$ cat src/rtl/depthwise_pkg.sv
// Shared definitions for the depthwise ROM sequencer.
//   CH_AW / ROW_AW / FILE_AW : index widths of the ROM address fields
//   W                        : ROM / beat data width
//   state_e                  : sequencer FSM states
//   beat_t                   : contents of the output beat register
//   cfg_field_bad()          : a job size field of zero or above its limit is rejected
package depthwise_pkg;

  localparam int CH_AW   = 4;
  localparam int ROW_AW  = 14;
  localparam int FILE_AW = 4;
  localparam int W       = 32;

  typedef enum logic [1:0] {
    IDLE  = 2'd0,
    RUN   = 2'd1,
    DRAIN = 2'd2,
    DONE  = 2'd3
  } state_e;

  typedef struct packed {
    logic [W-1:0]       data;
    logic [CH_AW-1:0]   ch;
    logic [ROW_AW-1:0]  row;
    logic [FILE_AW-1:0] file;
    logic               last_file;
    logic               last;
  } beat_t;

  function automatic logic cfg_field_bad(input int unsigned val, input int unsigned max_val);
    return (val == 0) || (val > max_val);
  endfunction

endpackage

$ cat src/rtl/nested_index_counter.sv
// Three-level wrap counter walking channel (outer), row, file (inner).
//   clk, rst_n        : clock, async active-low reset
//   i_clear           : synchronous return of all indices to 0
//   i_inc             : advance by one position
//   i_lim_ch/row/file : sweep sizes (count of positions per level, >= 1)
//   o_ch/o_row/o_file : current indices
//   o_file_wrap       : file index is at its last position
//   o_last            : all three indices at their last positions
// The caller never increments while o_last is high, so indices stay below
// their limits; the channel wrap to 0 only guards against misuse.
module nested_index_counter
  import depthwise_pkg::*;
(
  input  logic               clk,
  input  logic               rst_n,
  input  logic               i_clear,
  input  logic               i_inc,
  input  logic [CH_AW:0]     i_lim_ch,
  input  logic [ROW_AW:0]    i_lim_row,
  input  logic [FILE_AW:0]   i_lim_file,
  output logic [CH_AW-1:0]   o_ch,
  output logic [ROW_AW-1:0]  o_row,
  output logic [FILE_AW-1:0] o_file,
  output logic               o_file_wrap,
  output logic               o_last
);

  logic [CH_AW-1:0]   r_ch;
  logic [ROW_AW-1:0]  r_row;
  logic [FILE_AW-1:0] r_file;
  logic               w_ch_wrap;
  logic               w_row_wrap;
  logic               w_file_wrap;

  // index + 1 == limit, evaluated one bit wider so a limit of 2^AW works
  assign w_ch_wrap   = ({1'b0, r_ch}   + (CH_AW+1)'(1))   == i_lim_ch;
  assign w_row_wrap  = ({1'b0, r_row}  + (ROW_AW+1)'(1))  == i_lim_row;
  assign w_file_wrap = ({1'b0, r_file} + (FILE_AW+1)'(1)) == i_lim_file;

  always_ff @(posedge clk or negedge rst_n) begin
    if (!rst_n) begin
      r_ch   <= '0;
      r_row  <= '0;
      r_file <= '0;
    end else if (i_clear) begin
      r_ch   <= '0;
      r_row  <= '0;
      r_file <= '0;
    end else if (i_inc) begin
      if (w_file_wrap) begin
        r_file <= '0;
        if (w_row_wrap) begin
          r_row <= '0;
          r_ch  <= w_ch_wrap ? '0 : r_ch + CH_AW'(1);
        end else begin
          r_row <= r_row + ROW_AW'(1);
        end
      end else begin
        r_file <= r_file + FILE_AW'(1);
      end
    end
  end

  assign o_ch        = r_ch;
  assign o_row       = r_row;
  assign o_file      = r_file;
  assign o_file_wrap = w_file_wrap;
  assign o_last      = w_ch_wrap & w_row_wrap & w_file_wrap;

endmodule

$ cat src/rtl/depthwise_rom_sequencer.sv
// Walks the depthwise input-row ROM (channel x row x file) and streams each
// word to the systolic array as a valid/ready beat with its tags.
//   clk, rst_n                  : clock, async active-low reset
//   i_start, i_cfg_*            : job start pulse and sweep sizes (taken in IDLE)
//   i_abort                     : cancel the running job
//   o_busy, o_done, o_cfg_err   : job status (done is a 1-cycle pulse)
//   o_rom_ch/row/file, i_rom_data : ROM address out, combinational data back
//   o_out_* / i_out_ready       : output beat stream
//
// state | meaning
// IDLE  | waiting for start
// RUN   | loading ROM words into the output register
// DRAIN | last address loaded, waiting for the final beat to be taken
// DONE  | one cycle, done pulse high
module depthwise_rom_sequencer
  import depthwise_pkg::*;
#(
  parameter int unsigned NUM_CHANNELS = 2,
  parameter int unsigned ROWS         = 12544,
  parameter int unsigned NUM_FILES    = 10
) (
  input  logic               clk,
  input  logic               rst_n,
  input  logic               i_start,
  input  logic [CH_AW:0]     i_cfg_channels,
  input  logic [ROW_AW:0]    i_cfg_rows,
  input  logic [FILE_AW:0]   i_cfg_files,
  input  logic               i_abort,
  output logic               o_busy,
  output logic               o_done,
  output logic               o_cfg_err,
  output logic [CH_AW-1:0]   o_rom_ch,
  output logic [ROW_AW-1:0]  o_rom_row,
  output logic [FILE_AW-1:0] o_rom_file,
  input  logic [W-1:0]       i_rom_data,
  output logic               o_out_valid,
  input  logic               i_out_ready,
  output logic [W-1:0]       o_out_data,
  output logic [CH_AW-1:0]   o_out_ch,
  output logic [ROW_AW-1:0]  o_out_row,
  output logic [FILE_AW-1:0] o_out_file,
  output logic               o_out_last_file,
  output logic               o_out_last
);

  state_e             r_state;
  logic [CH_AW:0]     r_lim_ch;
  logic [ROW_AW:0]    r_lim_row;
  logic [FILE_AW:0]   r_lim_file;
  beat_t              r_beat;
  logic               r_valid;
  logic               r_busy;
  logic               r_done;
  logic               r_cfg_err;

  logic               w_cfg_bad;
  logic               w_load;
  logic               w_clear;
  logic               w_inc;
  logic [CH_AW-1:0]   w_ch;
  logic [ROW_AW-1:0]  w_row;
  logic [FILE_AW-1:0] w_file;
  logic               w_file_wrap;
  logic               w_idx_last;

  assign w_cfg_bad = cfg_field_bad(32'(i_cfg_channels), NUM_CHANNELS) ||
                     cfg_field_bad(32'(i_cfg_rows), ROWS) ||
                     cfg_field_bad(32'(i_cfg_files), NUM_FILES);

  // abort outranks a load so a cancelled job never emits another beat
  assign w_load  = (r_state == RUN) && !i_abort && (!r_valid || i_out_ready);
  assign w_clear = (r_state == IDLE) && i_start;
  // the final address is loaded without advancing, keeping rom_* in range
  assign w_inc   = w_load && !w_idx_last;

  nested_index_counter u_idx (
    .clk         (clk),
    .rst_n       (rst_n),
    .i_clear     (w_clear),
    .i_inc       (w_inc),
    .i_lim_ch    (r_lim_ch),
    .i_lim_row   (r_lim_row),
    .i_lim_file  (r_lim_file),
    .o_ch        (w_ch),
    .o_row       (w_row),
    .o_file      (w_file),
    .o_file_wrap (w_file_wrap),
    .o_last      (w_idx_last)
  );

  always_ff @(posedge clk or negedge rst_n) begin
    if (!rst_n) begin
      r_state    <= IDLE;
      r_lim_ch   <= '0;
      r_lim_row  <= '0;
      r_lim_file <= '0;
      r_beat     <= '0;
      r_valid    <= 1'b0;
      r_busy     <= 1'b0;
      r_done     <= 1'b0;
      r_cfg_err  <= 1'b0;
    end else begin
      r_done <= 1'b0;
      unique case (r_state)
        IDLE: begin
          if (i_start) begin
            r_lim_ch   <= i_cfg_channels;
            r_lim_row  <= i_cfg_rows;
            r_lim_file <= i_cfg_files;
            r_cfg_err  <= w_cfg_bad;
            if (w_cfg_bad) begin
              r_state <= DONE;
              r_done  <= 1'b1;
            end else begin
              r_state <= RUN;
              r_busy  <= 1'b1;
            end
          end
        end
        RUN: begin
          if (i_abort) begin
            r_valid <= 1'b0;
            r_state <= DONE;
            r_done  <= 1'b1;
            r_busy  <= 1'b0;
          end else if (w_load) begin
            r_beat.data      <= i_rom_data;
            r_beat.ch        <= w_ch;
            r_beat.row       <= w_row;
            r_beat.file      <= w_file;
            r_beat.last_file <= w_file_wrap;
            r_beat.last      <= w_idx_last;
            r_valid          <= 1'b1;
            if (w_idx_last) r_state <= DRAIN;
          end
        end
        DRAIN: begin
          if (i_abort || (r_valid && i_out_ready)) begin
            r_valid <= 1'b0;
            r_state <= DONE;
            r_done  <= 1'b1;
            r_busy  <= 1'b0;
          end
        end
        DONE: r_state <= IDLE;
        default: r_state <= IDLE;
      endcase
    end
  end

  assign o_busy          = r_busy;
  assign o_done          = r_done;
  assign o_cfg_err       = r_cfg_err;
  assign o_rom_ch        = w_ch;
  assign o_rom_row       = w_row;
  assign o_rom_file      = w_file;
  assign o_out_valid     = r_valid;
  assign o_out_data      = r_beat.data;
  assign o_out_ch        = r_beat.ch;
  assign o_out_row       = r_beat.row;
  assign o_out_file      = r_beat.file;
  assign o_out_last_file = r_beat.last_file;
  assign o_out_last      = r_beat.last;

endmodule
$ cat config.mk
export PLATFORM = sky130hd
export DESIGN_NAME = depthwise_rom_sequencer
export DESIGN_NICKNAME = d
export VERILOG_FILES = /design/src/rtl/depthwise_pkg.sv /design/src/rtl/nested_index_counter.sv /design/src/rtl/depthwise_rom_sequencer.sv
export SDC_FILE = /design/constraint.sdc
export NUM_CORES = 1
export LEC_CHECK = 0
export ABC_AREA = 0
export CAP_MARGIN = 20
export CORE_MARGIN = 3
export CORE_UTILIZATION = 25
export CTS_BUF_LIST = sky130_fd_sc_hd__clkbuf_16
export DETAILED_ROUTE_END_ITERATION = 6
export PLACE_DENSITY_LB_ADDON = 0.25
export SKIP_LAST_GASP = 1
export SYNTH_ARGS = -nofsm -noshare
export SYNTH_HDL_FRONTEND = slang
export SYNTH_SLANG_ARGS = --single-unit
$ cat constraint.sdc
create_clock -name clk -period 2.7 [get_ports clk]
set_input_delay 0.27 -clock clk [delete_from_list [all_inputs] [get_ports clk]]
set_output_delay 0.27 -clock clk [all_outputs]
set_load 0.01 [all_outputs]
==> results of run 1 <==
## cells in the mapped netlist (5+ instances only)
master | n | share of area, %
nand2_1 | 253 | 17
dfrtp_1 | 109 | 50
clkbuf_1 | 25 | 1.7
a31oi_1 | 21 | 2.4
xnor2_1 | 17 | 2.7
inv_1 | 16 | 1.1
nor2_1 | 15 | 1.0
nand3_1 | 14 | 1.3
o21ai_0 | 13 | 1.2
nor3_1 | 12 | 1.1
xor2_1 | 12 | 1.9
a21oi_1 | 10 | 0.91
buf_2 | 8 | 0.73
ha_1 | 8 | 1.8
mux2i_1 | 8 | 1.5
nor4_1 | 7 | 0.80
nor2b_1 | 5 | 0.57
## registers in the layout, summed over array words and instances (netlist names)
name             count
o_busy               1
o_cfg_err            1
o_done               1
o_out_ch             4
o_out_data          32
o_out_file           4
o_out_last           1
o_out_last_file      1
o_out_row           14
o_out_valid          1
r_lim_ch             5
r_lim_file           5
r_lim_row           15
r_state              2
u_idx.o_ch           4
u_idx.o_file         4
u_idx.o_row         14
## final timing paths
kind,slack (ns),cells past startpoint,to
min in group asynchronous,0.44,2,o_out_row[1]
max,0.009,9,u_idx.o_row[8]
max in group asynchronous,1.50,3,u_idx.o_row[10]
min,0.43,3,o_out_data[2]
min reg2reg,0.48,2,o_out_row[4]
max reg2reg,0.009,9,u_idx.o_row[8]
## what timing repair did
item | CTS | global route
hold buffers | 1 | 0
resized for setup | 3 | 17
endpoints found under the setup margin | 3 | 18
pin swaps | 0 | 3
buffers inserted | 0 | 1
hold endpoints to repair | 37 | 0
## final cells by class
class	count	area, µm²	share of cell area (%)
inverter	16	60.1	0.757
sequential	109	2730	34.4
clock buffer	9	225	2.84
multi-input combinational	468	2640	33.2
tap	275	344	4.34
clock inverter	7	56.3	0.710
timing repair buffer	199	1880	23.7
## critical path, cell delays in order (launching register included)
cell	delay, ns
dfrtp_1	0.35
ha_1	0.19
nand4_1	0.14
or4b_1	0.56
o311ai_2	0.12
nor4_2	0.11
o2111ai_2	0.12
a2bb2oi_1	0.59
buf_4	0.29
a31oi_1	0.09
## power groups by stage
stage               Combinational (mW)  Clock (mW)  Sequential [mW]
finish                            2.67        1.30             2.51
global route                      2.95        1.41             2.58
CTS                               2.68        1.35             2.51
detailed placement                2.65           0             2.55
global placement                  2.64           0             2.53
floorplan                         1.28           0             2.64
## routing by layer
layer / vias up / track usage (%) / wire [µm]
li1: 2459 / - / -
met1: 2357 / 20.8 / 8450
met2: 126 / 20.2 / 7140
met3: 18 / 2.11 / 839
met4: 0 / 5.05 / 365
met5: - / 0 / 0
## cells by family (layout without fill, tap and decap cells)
family	count (synthesis)	after routing
and+or+nand+nor	342	342
buffers and inverters	53	231
AOI/OAI and AO/OA	81	81
muxes	8	8
adders and majority gates	8	8
DFF	109	109
xor gates and xnor gates	29	29
## stage by stage
stage / setup TNS [ns] / power [mW] / hold slack (ns)
detailed placement: -0.0474 / 5.20 / 0.301
floorplan: 0 / 3.91 / -0.0256
finish: 0 / 6.48 / 0.432
global placement: -1.97 / 5.17 / 0.299
CTS: -0.00544 / 6.55 / 0.414
global route: -0.795 / 6.94 / 0.420
==> reports/results.ini, run 1 <==
[logic_synthesis]
ys_seq_elements=109
synthFlopType=dfrtp_1
yosys.area_share.adder_pct=1.83
synth_xor_area_share_pct=4.63
synth_cells=630
synth-compound-area-share_pct=10.3
synth_area_per_cell_um2=8.70
synth.distinct_cells=59
synth.area.mux_share_pct=1.46
yosysWarningCount=0
synth_top_family_by_area=simple AND/OR/NAND/NOR gates
synthSimpleGateAreaFrac_pct=28.0
seq_area_frac_synth_pct=49.7
syn_nets=700
synth_area_um2=5480
synth_edf_count=0
synth-async-reset-ratio_pct=100

[timing]
fmax_mhz=372
skew_ns=0.0126
grt_setup_unrepaired=yes
min_period_ns=2.69
finalMaxSlewViolations=0
maxSlewHeadroom_pct=55.8
setup-violations-final=0
finalWorstSetupSlack_ns=0.00912
finalCritPeriodShare_pct=99.7
finalHoldViolCount=0
worst_pin_slew_ns=0.661

[clock_tree]
root_buffer=clkbuf_16
cts_tree=built
insertion_delay_ns=0.36
cts_max_path_buffers=2
htree_levels=3
clkTransAtPathRegs_ns=0.08
cts-buffers-inserted=9
cts_num_sinks=109

[power_and_ir_drop]
switchingPower_mw=2.39
comb_power_share_pct=41.3
clockPowerShare_pct=20.0
swShare_pct=36.8
p_int_mw=4.09
p_per_area_nw_per_um2=817
power.share.sequential_pct=38.7
power.static_leakage_nw=3.62
vdd_drop_max_mv=0.261

[detailed_routing]
wl_mm=16.8
wl_per_cell_um=15.5
routed_via_density=4.58
drc=0
dr.pass1.iters=4
ant_nets=0
drtIter0Drc=298
num_vias=4960

[global_route]
grt-ovfl-total=0
grt_pass1_wl_mm=26.9
grt_util_all_layers_pct=13.9
grt_pass1_vias=4891
grt_max_degree=52
antenna_found_initial=0

[cells_and_area]
final_cells=1083
diodes=0
final_nets=873
num-fill-cells=2164
stdcell_area_um2=7930
layout_common_cells=nand2_1, clkdlybuf4s50_1, dfrtp_1
mostFrequentLayoutCell=nand2_1
utilization_pct=37.3
drive_gt1_share_pct=12.7
area_growth_pct=44.7

[die]
io_pins=144
die-width_um=154
dieArea_um2=23700
num_rows=53
core_area_um2=21300
start_util_pct=25.8
die_height_um=154

[placed_design]
placed_cells=1065
preCtsSetupSlack_ns=-0.0474
io_buffers=143
dp.final_hpwl_mm=12.4
gp_congestion=0.895
post_dp_cell_area_um2=7530

[setup_path]
path_class=register to register
end_kind=register
start_kind=register
cp-startpoint=u_idx.o_row[0]
required_ns=2.93
critPathArrivalTime_ns=2.92
r2r_start=u_idx.o_row[0]
worst-path-max-fanout=7

[hold_path]
min_from=i_rom_data[2]
hp-class=input port to register

[outcome]
outcome=finished clean

[job]
maxCapViolations=0

Note: power is estimated with default switching activity, not from simulation.
==> run 2, diff against run 1 <==
Settings changed: SETUP_SLACK_MARGIN from default to 0.1.
==> reports/results.ini, run 2 (synthesis results as in run 1) <==
[outcome]
outcome=finished clean  ; unchanged

[cells_and_area]
num-fill-cells=2196  ; was 2164
final_nets=863  ; was 873
diodes=0  ; unchanged
drive_gt1_share_pct=13.2  ; was 12.7%
area_growth_pct=45.1  ; was 44.7%
layout_common_cells=nand2_1, clkdlybuf4s50_1, dfrtp_1  ; unchanged
final_cells=1073  ; was 1083
stdcell_area_um2=7960  ; was 7930 µm²
largest_reg_flops=32  ; unchanged
mostFrequentLayoutCell=nand2_1  ; unchanged

[detailed_routing]
drc=0  ; unchanged
num_vias=4845  ; was 4960
routed_via_density=4.52  ; was 4.58
wl_per_cell_um=15.4  ; was 15.5 µm
wl_mm=16.5  ; was 16.8 mm
drtIter0Drc=247  ; was 298
ant_nets=0  ; unchanged
dr.pass1.iters=4  ; unchanged

[die]
die_height_um=154  ; unchanged
start_util_pct=25.8  ; unchanged
core_area_um2=21300  ; unchanged
dieArea_um2=23700  ; unchanged
num_rows=53  ; unchanged
io_pins=144  ; unchanged
die-width_um=154  ; unchanged

[clock_tree]
cts-buffers-inserted=9  ; unchanged
cts_max_path_buffers=2  ; unchanged
root_buffer=clkbuf_16  ; unchanged
cts_num_sinks=109  ; unchanged
clkTransAtPathRegs_ns=0.08  ; about the same
htree_levels=3  ; unchanged
insertion_delay_ns=0.35  ; was 0.36 ns
cts_tree=built  ; unchanged

[setup_path]
critPathArrivalTime_ns=2.75  ; was 2.92 ns
cp_top_family=simple AND/OR/NAND/NOR gates  ; was compound AO/OA/AOI/OAI gates
worst-path-max-fanout=6  ; was 7
cpMaxStageDelayCell=or4_1  ; was a2bb2oi_1
max_stage_delay_ns=0.53  ; was 0.59 ns
critPathBufInv=1  ; unchanged
end_kind=register  ; unchanged
crit_chain=ha_2 -> nand4_1 -> buf_6 -> nor3_4 -> xnor2_2 -> nor4_4 -> o2111ai_4 -> or4_1 -> mux2i_1  ; was ha_1 -> nand4_1 -> or4b_1 -> o311ai_2 -> nor4_2 -> o2111ai_2 -> a2bb2oi_1 -> buf_4 -> a31oi_1
required_ns=2.94  ; was 2.93 ns
rrSetupSlack_ns=0.19  ; was 0.009 ns
path_class=register to register  ; unchanged
start_kind=register  ; unchanged

[power_and_ir_drop]
comb_power_share_pct=41.6  ; was 41.3%
p_int_mw=4.13  ; was 4.09 mW
clockPowerShare_pct=19.8  ; was 20.0%
power.share.sequential_pct=38.6  ; was 38.7%
vdd_drop_max_mv=0.279  ; was 0.261 mV
swShare_pct=37.0  ; was 36.8%
p_per_area_nw_per_um2=824  ; was 817 nW/µm²
power.static_leakage_nw=3.60  ; was 3.62 nW
switchingPower_mw=2.43  ; was 2.39 mW
power_mw=6.56  ; was 6.48 mW

[placed_design]
preCtsSetupSlack_ns=-0.0680  ; was -0.0474 ns
post_dp_cell_area_um2=7450  ; was 7530 µm²
gp_congestion=0.859  ; was 0.895
io_buffers=143  ; unchanged
dp.final_hpwl_mm=12.3  ; was 12.4 mm
placed_cells=1053  ; was 1065

[job]
maxCapViolations=0  ; unchanged

[global_route]
grt-ovfl-total=0  ; unchanged
antenna_found_initial=0  ; unchanged
grt_max_degree=59  ; was 52
grt_pass1_vias=4778  ; was 4891
grt_pass1_wl_mm=26.6  ; was 26.9 mm
grt_util_all_layers_pct=13.8  ; was 13.9%

[timing]
maxSlewHeadroom_pct=61.5  ; was 55.8%
finalCritPeriodShare_pct=93.0  ; was 99.7%
finalHoldViolCount=0  ; unchanged
worst_pin_slew_ns=0.573  ; was 0.661 ns
fmax_mhz=398  ; was 372 MHz
grt_setup_unrepaired=yes  ; unchanged
setup-violations-final=0  ; unchanged
tns_ns=0  ; unchanged
min_period_ns=2.51  ; was 2.69 ns
finalWorstSetupSlack_ns=0.189  ; was 0.00912 ns
finalMaxSlewViolations=0  ; unchanged
skew_ns=0.00895  ; was 0.0126 ns

[hold_path]
hp-class=input port to async pin  ; was input port to register

==> run 2: cell types whose count changed in the layout (fill, tap and decap cells not counted), sizes merged <==
cell and delta:
buf -10, clkinv +1, clkinvlp -2, inv +1
==> run 2: metal layers <==
layer / global-route usage [%] / up-vias / wire length [µm]
met4: 4.21 / 0 / 286
li1: - / 2437 / -
met2: 20.7 / 88 / 7270
met5: 0 / - / 0
met3: 1.72 / 16 / 499
met1: 20.6 / 2304 / 8430
==> run 2: layout make-up <==
cell class              instances  area (µm²)  area share, %
clock buffers                   9         225           2.83
clock inverters                 7        55.1          0.692
inverters                      16        60.1          0.755
multi-input cells             468        2730           34.3
flip-flops and latches        109        2740           34.4
well taps                     275         344           4.32
repair buffers                189        1810           22.7
==> run 2: worst reg2reg max path: cells and delay by family (launching register included) <==
kind | cells | cell delay (ns)
DFF | 1 | 0.38
xor gates and xnor gates | 1 | 0.11
AOI/OAI and AO/OA | 1 | 0.21
adders and majority gates | 1 | 0.19
and+or+nand+nor | 4 | 1.22
buffers and inverters | 1 | 0.15
muxes | 1 | 0.13
==> run 2: power groups by stage <==
stage | logic, mW | clock network, mW | registers, mW
2_1_floorplan | 1.28 | 0 | 2.64
3_3_place_gp | 2.64 | 0 | 2.55
3_5_place_dp | 2.65 | 0 | 2.57
4_1_cts | 2.67 | 1.35 | 2.53
5_1_grt | 3.02 | 1.40 | 2.61
6_report | 2.73 | 1.30 | 2.53
==> run 2: final timing paths <==
check	start	depth (start not counted)	to
worst min register to register	o_out_row[6]	2	o_out_row[6]
max in group asynchronous	rst_n	3	u_idx.o_row[7]
worst max-delay path	u_idx.o_row[1]	9	u_idx.o_ch[3]
worst max register to register	u_idx.o_row[1]	9	u_idx.o_ch[3]
min in group clk	i_rom_data[14]	3	o_out_data[14]
worst min-delay path	rst_n	2	r_lim_row[2]
==> run 2: metrics by stage <==
| step | hold WS (ns) | util, % |
|---|---|---|
| 2_1_floorplan | -0.0256 | - |
| 3_3_place_gp | 0.154 | 35.0 |
| 3_5_place_dp | 0.153 | 35.0 |
| 4_1_cts | 0.304 | 36.4 |
| 5_1_grt | 0.338 | 37.4 |
| 6_report | 0.312 | 37.4 |
==> run 2: what timing repair did <==
action | in CTS | in global routing
setup endpoints to repair | 9 | 25
cloned | 0 | 0
hold buffers | 1 | 0
pin swaps | 2 | 6
resized for setup | 3 | 36
endpoints found under the hold margin | 14 | 0
buffers inserted | 1 | 2
==> run 3, diff against run 2 <==
Settings changed: CORE_MARGIN 3 to default, CTS_CLUSTER_SIZE from default to 16.
==> reports/results.ini, run 3 (synthesis results as in run 1) <==
[outcome]
outcome=finished clean  ; unchanged

[timing]
worst_pin_slew_ns=0.574  ; was 0.573 ns
grt_setup_unrepaired=yes  ; unchanged
finalHoldViolCount=0  ; unchanged
hold_ws_ns=0.366  ; was 0.312 ns
min_period_ns=2.54  ; was 2.51 ns
fmax_mhz=394  ; was 398 MHz
finalMaxSlewViolations=0  ; unchanged
tns_ns=0  ; unchanged
skew_ns=0.00876  ; was 0.00895 ns
maxSlewHeadroom_pct=61.7  ; was 61.5%
setup-violations-final=0  ; unchanged
finalCritPeriodShare_pct=94.0  ; was 93.0%

[power_and_ir_drop]
swShare_pct=37.2  ; was 37.0%
p_int_mw=4.14  ; was 4.13 mW
power.share.sequential_pct=38.1  ; was 38.6%
p_per_area_nw_per_um2=823  ; was 824 nW/µm²
vdd_drop_max_mv=0.313  ; was 0.279 mV
switchingPower_mw=2.46  ; was 2.43 mW
power.static_leakage_nw=3.63  ; was 3.60 nW
clockPowerShare_pct=20.7  ; was 19.8%
comb_power_share_pct=41.2  ; was 41.6%

[setup_path]
critPathArrivalTime_ns=2.79  ; was 2.75 ns
end_kind=register  ; unchanged
worst-path-max-fanout=8  ; was 6
required_ns=2.95  ; was 2.94 ns
cpMaxStageDelayCell=or4_1  ; unchanged
path_class=register to register  ; unchanged
start_kind=register  ; unchanged
max_stage_delay_ns=0.54  ; was 0.53 ns
crit_chain=nand4_4 -> nor4b_2 -> nor3_1 -> nor4_4 -> o2111ai_4 -> or4_1 -> mux2i_1  ; was ha_2 -> nand4_1 -> buf_6 -> nor3_4 -> xnor2_2 -> nor4_4 -> o2111ai_4 -> or4_1 -> mux2i_1

[global_route]
grt_util_all_layers_pct=14.2  ; was 13.8%
antenna_found_initial=0  ; unchanged
grt_pass1_wl_mm=25.0  ; was 26.6 mm
grt-ovfl-total=0  ; unchanged
grt_max_degree=68  ; was 59
grt_pass1_vias=4602  ; was 4778

[detailed_routing]
wl_per_cell_um=14.9  ; was 15.4 µm
dr.pass1.iters=4  ; unchanged
num_vias=4919  ; was 4845
drtIter0Drc=258  ; was 247
wl_mm=16.0  ; was 16.5 mm
ant_nets=0  ; unchanged
routed_via_density=4.56  ; was 4.52
drc=0  ; unchanged

[job]
maxCapViolations=0  ; unchanged

[clock_tree]
clkTransAtPathRegs_ns=0.08  ; about the same
insertion_delay_ns=0.36  ; was 0.35 ns
cts_num_sinks=109  ; unchanged
root_buffer=clkbuf_16  ; unchanged
cts_tree=built  ; unchanged
cts-buffers-inserted=9  ; unchanged
htree_levels=3  ; unchanged
cts_max_path_buffers=2  ; unchanged

[cells_and_area]
diodes=0  ; unchanged
drive_gt1_share_pct=13.2  ; about the same
area_growth_pct=46.4  ; was 45.1%
final_nets=868  ; was 863
mostFrequentLayoutCell=nand2_1  ; unchanged
stdcell_area_um2=8030  ; was 7960 µm²
layout_common_cells=nand2_1, clkdlybuf4s50_1, dfrtp_1  ; unchanged
largest_reg_flops=32  ; unchanged

[die]
core_area_um2=21300  ; unchanged
die_height_um=150  ; was 154 µm
die-width_um=150  ; was 154 µm
io_pins=144  ; unchanged
num_rows=53  ; unchanged
dieArea_um2=22500  ; was 23700 µm²
start_util_pct=25.8  ; unchanged

[placed_design]
io_buffers=143  ; unchanged
dp.final_hpwl_mm=11.7  ; was 12.3 mm
post_dp_cell_area_um2=7430  ; was 7450 µm²
gp_congestion=0.868  ; was 0.859

[hold_path]
hp-class=input port to async pin  ; unchanged

run 3: changes by cell type in the layout (fill, tap and decap cells not counted), sizes merged:
cell,change
buf,+5
clkinv,+1
inv,-1
run 3: worst paths after layout:
kind	start	endpoint	slack (ns)	depth (start not counted)
worst max register to register	u_idx.o_row[3]	u_idx.o_ch[3]	0.16	7
min in group clk	i_rom_data[7]	o_out_data[7]	0.43	3
worst min-delay path	rst_n	r_lim_row[0]	0.37	2
worst min register to register	o_out_row[5]	o_out_row[5]	0.47	2
max in group asynchronous	rst_n	o_out_row[10]	1.62	3
worst max-delay path	u_idx.o_row[3]	u_idx.o_ch[3]	0.16	7
run 3: layer usage:
metal	vias up	share of wire, %	wire length, µm	track usage [%]
li1	2458	-	-	-
met1	2345	50	8010	20.5
met2	106	45	7200	21.4
met3	10	4.1	651	2.36
met4	0	1.1	176	4.49
met5	-	0	0	0
run 3: what timing repair did:
| item | 4_1_cts | 5_1_grt |
|---|---|---|
| endpoints found under the setup margin | 10 | 22 |
| endpoints found under the hold margin | 27 | 0 |
| gates cloned | 0 | 1 |
| pin swaps | 3 | 6 |
| hold buffers | 1 | 0 |
| resized for setup | 9 | 27 |
| buffers inserted | 4 | 5 |
run 3: area by class of cell:
type / count / area [µm²]
sequential: 109 / 2730
clock buffer: 9 / 225
fill: 2139 / 13300
tap: 275 / 344
clock inverter: 7 / 80.1
timing repair buffer: 194 / 1850
inverter: 16 / 60.1
multi-input combinational: 468 / 2740
run 3: critical path: cells and delay by family (launching register included):
family	cells	cell delay [ns]
DFF	1	0.51
and+or+nand+nor	5	1.56
AOI/OAI and AO/OA	1	0.23
muxes	1	0.13
run 3: power groups by stage:
stage | sequential, mW | clock [mW] | combinational [mW]
after detailed placement | 2.56 | 0 | 2.60
after global placement | 2.54 | 0 | 2.61
after global routing | 2.59 | 1.46 | 3.02
final | 2.52 | 1.37 | 2.72
after floorplan | 2.64 | 0 | 1.28
after CTS | 2.52 | 1.42 | 2.67
run 3: metrics by stage:
step	power [mW]	util [%]	cells	setup slack (ns)
3_5_place_dp	5.16	34.9	1051	-0.0756
3_3_place_gp	5.15	34.9	1051	-0.00314
6_report	6.60	37.7	1078	0.163
2_1_floorplan	3.92	-	630	0.115
5_1_grt	7.08	37.7	1078	0.0399
4_1_cts	6.60	36.7	1072	0.108
